**src/rtl/rom2ram_copier.sv**
```systemverilog
// Block copy engine: moves len words from ROM to RAM while holding arbiter channel 0.
// Optional feature macro ROM2RAM_CHECKSUM_EN adds a modulo-2^DATA_W sum of written words.

module rom2ram_copier #(
    parameter int ADDR_W = 4,
    parameter int DATA_W = 8
) (
    input  logic              clk,
    input  logic              reset,
    input  logic              start,
    input  logic [ADDR_W-1:0] src_base,
    input  logic [ADDR_W-1:0] dst_base,
    input  logic [ADDR_W:0]   len,
    output logic              req,
    input  logic              gnt,
    output logic [ADDR_W-1:0] rom_addr,
    input  logic [DATA_W-1:0] rom_data,
    output logic              ram_we,
    output logic [ADDR_W-1:0] ram_addr,
    output logic [DATA_W-1:0] ram_wdata,
    output logic              busy,
`ifdef ROM2RAM_CHECKSUM_EN
    output logic [DATA_W-1:0] checksum,
`endif
    output logic              done
);

    typedef enum logic [2:0] {
        S_IDLE,
        S_REQ,
        S_PRIME,
        S_COPY,
        S_DONE
    } state_t;

    state_t            r_state;
    state_t            w_next;
    logic [ADDR_W-1:0] r_src;
    logic [ADDR_W-1:0] r_dst;
    logic [ADDR_W:0]   r_len;
    logic [ADDR_W:0]   r_rd_cnt;
    logic [ADDR_W:0]   r_wr_cnt;
    logic [ADDR_W-1:0] w_src;
    logic [ADDR_W-1:0] w_dst;
    logic [ADDR_W:0]   w_len;
    logic [ADDR_W:0]   w_rd_cnt;
    logic [ADDR_W:0]   w_wr_cnt;

    // Word address = base + offset, wrapping at the top of memory.
    function automatic logic [ADDR_W-1:0] addr_wrap(input logic [ADDR_W-1:0] base,
                                                    input logic [ADDR_W:0]   offs);
        return base + offs[ADDR_W-1:0];
    endfunction

    always_ff @(posedge clk) begin
        if (reset) begin
            r_state  <= S_IDLE;
            r_src    <= '0;
            r_dst    <= '0;
            r_len    <= '0;
            r_rd_cnt <= '0;
            r_wr_cnt <= '0;
        end else begin
            r_state  <= w_next;
            r_src    <= w_src;
            r_dst    <= w_dst;
            r_len    <= w_len;
            r_rd_cnt <= w_rd_cnt;
            r_wr_cnt <= w_wr_cnt;
        end
    end

    always_comb begin
        w_next    = r_state;
        w_src     = r_src;
        w_dst     = r_dst;
        w_len     = r_len;
        w_rd_cnt  = r_rd_cnt;
        w_wr_cnt  = r_wr_cnt;
        req       = 1'b0;
        busy      = 1'b0;
        done      = 1'b0;
        ram_we    = 1'b0;
        rom_addr  = '0;
        ram_addr  = '0;
        ram_wdata = '0;

        case (r_state)
            S_IDLE: begin
                if (start) begin
                    w_src    = src_base;
                    w_dst    = dst_base;
                    w_len    = len;
                    w_rd_cnt = '0;
                    w_wr_cnt = '0;
                    w_next   = (len == '0) ? S_DONE : S_REQ;
                end
            end

            S_REQ: begin
                req  = 1'b1;
                busy = 1'b1;
                // Restart reads at the first unwritten word; covers both the
                // initial grant and any re-grant after a loss.
                if (gnt) begin
                    w_rd_cnt = r_wr_cnt;
                    w_next   = S_PRIME;
                end
            end

            S_PRIME: begin
                req      = 1'b1;
                busy     = 1'b1;
                rom_addr = addr_wrap(r_src, r_rd_cnt);
                if (gnt) begin
                    w_rd_cnt = r_rd_cnt + 1'b1;
                    w_next   = S_COPY;
                end else begin
                    w_next = S_REQ;
                end
            end

            S_COPY: begin
                req      = 1'b1;
                busy     = 1'b1;
                rom_addr = addr_wrap(r_src, r_rd_cnt);
                // A write is only committed while the grant is actually held.
                if (gnt) begin
                    ram_we    = 1'b1;
                    ram_addr  = addr_wrap(r_dst, r_wr_cnt);
                    ram_wdata = rom_data;
                    w_wr_cnt  = r_wr_cnt + 1'b1;
                    if (r_rd_cnt < r_len) begin
                        w_rd_cnt = r_rd_cnt + 1'b1;
                    end
                    if (r_wr_cnt == r_len - 1'b1) begin
                        w_next = S_DONE;
                    end
                end else begin
                    w_next = S_REQ;
                end
            end

            S_DONE: begin
                done   = 1'b1;
                w_next = S_IDLE;
            end

            default: begin
                w_next = S_IDLE;
            end
        endcase
    end

`ifdef ROM2RAM_CHECKSUM_EN
    logic [DATA_W-1:0] r_checksum;

    always_ff @(posedge clk) begin
        if (reset) begin
            r_checksum <= '0;
        end else if (r_state == S_IDLE && start) begin
            r_checksum <= '0;
        end else if (ram_we) begin
            r_checksum <= r_checksum + ram_wdata;
        end
    end

    assign checksum = r_checksum;
`endif

endmodule

```
**config.mk**
```make
export PLATFORM = sky130hd
export DESIGN_NAME = rom2ram_copier
export DESIGN_NICKNAME = d
export VERILOG_FILES = /design/src/rtl/rom2ram_copier.sv
export SDC_FILE = /design/constraint.sdc
export NUM_CORES = 1
export LEC_CHECK = 0
export BUFFER_PORTS_ARGS = -buffer_cell sky130_fd_sc_hd__clkbuf_2
export CAP_MARGIN = 20
export CORE_MARGIN = 10
export CORE_UTILIZATION = 45
export DETAILED_ROUTE_END_ITERATION = 8
export PLACE_DENSITY_LB_ADDON = 0.15
export SETUP_SLACK_MARGIN = 0.2
export SYNTH_ARGS = -nofsm -noshare
export SYNTH_HDL_FRONTEND = slang
export SYNTH_SLANG_ARGS = --single-unit
```
**constraint.sdc**
```tcl
create_clock -name clk -period 1.7 [get_ports clk]
set_clock_uncertainty 0.2 [all_clocks]
set_input_delay 0.17 -clock clk [delete_from_list [all_inputs] [get_ports clk]]
set_output_delay 0.17 -clock clk [all_outputs]
set_load 0.02 [all_outputs]
```
==> results.yml <==
global_routing:
  track_usage: 0.183
  grt_pass1_wl_mm: 10.6
  grt_pass1_vias: 2102
  grt_overflow: 0
  antenna_found_initial: 0
  grt_max_degree: 20
critical_path:
  reg2reg_slack_ns: -0.28
  cp_num_buf_inv: 2
  critPathRequiredTime_ns: 1.33
  crit_chain: "ha_4 -> inv_2 -> fa_2 -> xor2_1 -> nor2_2 -> clkbuf_8"
  cpMaxStageDelayCell: "dfxtp_2"
  cpPeakStageDelay_ns: 0.39
  worstSetupPathType: "flip-flop to output pin"
  r2r-end: "r_state[2]"
  cp_top_family: "adder cells"
  cp_max_fo: 2
  start_kind: "flip-flop"
  cp_data_arrival_time_ns: 1.62
  critPathCaptureType: "output pin"
  reg2reg_from: "r_len[4]"
  reg2reg_depth: 6
route:
  wl_mm: 10.2
  drtIter0Drc: 284
  num_vias: 2427
  antenna_left: 0
  wl_per_cell_um: 27.1
  vias_per_cell: 6.44
  drt_pass1_iterations: 6
  route.detailed.drc: 0
place:
  gp_congestion: 0.879
  hpwl_mm: 3.95
  io_buffers: 44
pwr:
  peakVddDrop_mv: 0.515
  p_per_area_mw_per_mm2: 530
  p_leak_nw: 1.53
die:
  row_count: 22
  dieWidth_um: 83.1
  ios: 45
  start_util: 0.479
  core_mm2: 0.00374
  die_area_mm2: 0.00691
  die_h_um: 83.1
synth:
  ys.flop_type: "dfxtp_1"
  syn_nets: 259
  netlist_area_mm2: 0.00179
  seq_area_frac_synth: 0.290
  synth_cell_types: 43
  ys_warn_count: 0
  synth_edf_count: 0
  async_reset_ff_frac: 0
  ys_ff_latch: 26
  syn_inst: 219
  avgSynthCellArea_um2: 8.19
finish:
  mostFrequentLayoutCell: "buf_4"
  diodes: 0
  fillers: 61
  layout_common_cells: "44 x buf_4, 24 x clkbuf_2, 24 x buf_6"
  syn_to_final_growth_pct: 102
  layout.nets: 370
  multi_input_area_mm2: 0.00173
  drive_gt1_frac: 0.754
  seqCellArea_um2: 574
  final_util: 0.968
timing:
  worst_slew_pin_slew_ns: 0.414
  slew_violations: 0
  setup_viol: 41
  finalCritPeriodShare: 1.17
  fmax_mhz: 502
  slew_headroom: 0.723
  worst_slack_ns: -0.291
  hold_ws_ns: 0.0768
  hold_viol_final: 0
  rsz0062_at_grt: "yes"
  fin_crit_ns: 1.99
clocking:
  cts_num_sinks: 26
  cts-root-buf: "clkbuf_8"
  cts_tree: "built"
  path_clk_slew_ns: 0.10
  numCtsBuffers: 3
  htreeDepth: 1
  clockBufferDepth: 2
  clk_latency_ns: 0.28
hold_path:
  hold_path_end: "r_state[0]"
  hp-class: "input pin to flip-flop"
  hold_start: "reset"
  whs_path_depth: 2
outcome:
  violations: "negative setup slack"
  status: "finished with violations"
flow_run:
  max-cap-violations: 0
## flip-flops by register name, summed over array words and instances (netlist names)
register  count
r_wr_cnt      5
r_rd_cnt      5
r_dst         4
r_src         4
r_state       3
r_len         5
## area by class of cell
cell class              instances  share of cell area
clock buffers                   4              0.0152
multi-input cells             163               0.478
inverters                      16              0.0200
repair buffers                119               0.309
well taps                      48              0.0166
flip-flops and latches         26               0.159
repair inverters                1             0.00242
## per-layer routing
metal / up-vias / routed length (um) / part of all wire / track usage
li1: 966 / - / - / -
met1: 1148 / 3530 / 0.35 / 0.199
met2: 223 / 4950 / 0.48 / 0.322
met3: 90 / 978 / 0.096 / 0.0439
met4: 0 / 748 / 0.073 / 0.0877
met5: - / 0 / 0 / 0
## where the power goes
group	switching, W	internal (W)
clock network	0.000214	0.000208
registers	0.0000450	0.000635
logic	0.000416	0.000402
## worst register-to-register path, cell delays in order (launching register included)
cell and delay [ns]:
dfxtp_2 0.35, buf_4 0.15, xnor2_1 0.31, o211ai_1 0.20
a211oi_2 0.37, a22oi_2 0.13, a211oi_2 0.18
## timing repair
item	in CTS	in global routing
cloned	3	1
hold endpoints to repair	13	0
hold buffers	13	0
setup buffers	14	16
gates resized for setup	79	117
setup endpoints to repair	45	46
pin swaps	25	32
## worst max path at each step
stage / startpoint / to / cells past startpoint
final: r_dst[0] / ram_addr[2] / 6
after global routing: r_wr_cnt[2] / ram_addr[3] / 6
after CTS: r_src[1] / rom_addr[3] / 6
after detailed placement: r_len[4] / r_rd_cnt[1] / 7
after global placement: r_len[4] / r_rd_cnt[1] / 7
after floorplan: r_len[4] / r_rd_cnt[1] / 7
## cell usage after synthesis, drive strengths merged, types with 3 or more instances
library cell  count  share of area
nand2            31          0.065
dfxtp            26           0.29
a21oi            20          0.056
inv              16          0.033
nor2             15          0.031
ha               13          0.091
and2             12          0.042
buf              10          0.042
xnor2            10          0.053
nor3              8          0.031
xor2              8          0.039
nand3             6          0.020
a211oi            5          0.032
clkbuf            4         0.0084
a21o              3          0.013
a22oi             3          0.013
nand2b            3          0.010
## per-stage QoR
stage	setup TNS, ns	setup WS [ns]	std cells	power (W)	instance area (um2)
3_3_place_gp	-0.214	-0.0494	326	0.00108	2400
2_1_floorplan	0	0.0163	219	0.000948	1990
5_1_grt	-6.60	-0.341	377	0.00199	3620
3_5_place_dp	-0.530	-0.136	326	0.00109	2400
4_1_cts	-2.61	-0.216	360	0.00170	3080
6_report	-4.98	-0.291	377	0.00192	3620
## logic make-up after synthesis
group | count (synthesis) | share of synthesized area
mux | 1 | 0.00558
compound gates | 46 | 0.181
simple gates | 83 | 0.234
xor+xnor | 18 | 0.0921
flops | 26 | 0.290
buf+inv | 30 | 0.0837
fa+ha+maj | 15 | 0.113
No activity file was read; power rests on OpenSTA's default activity.
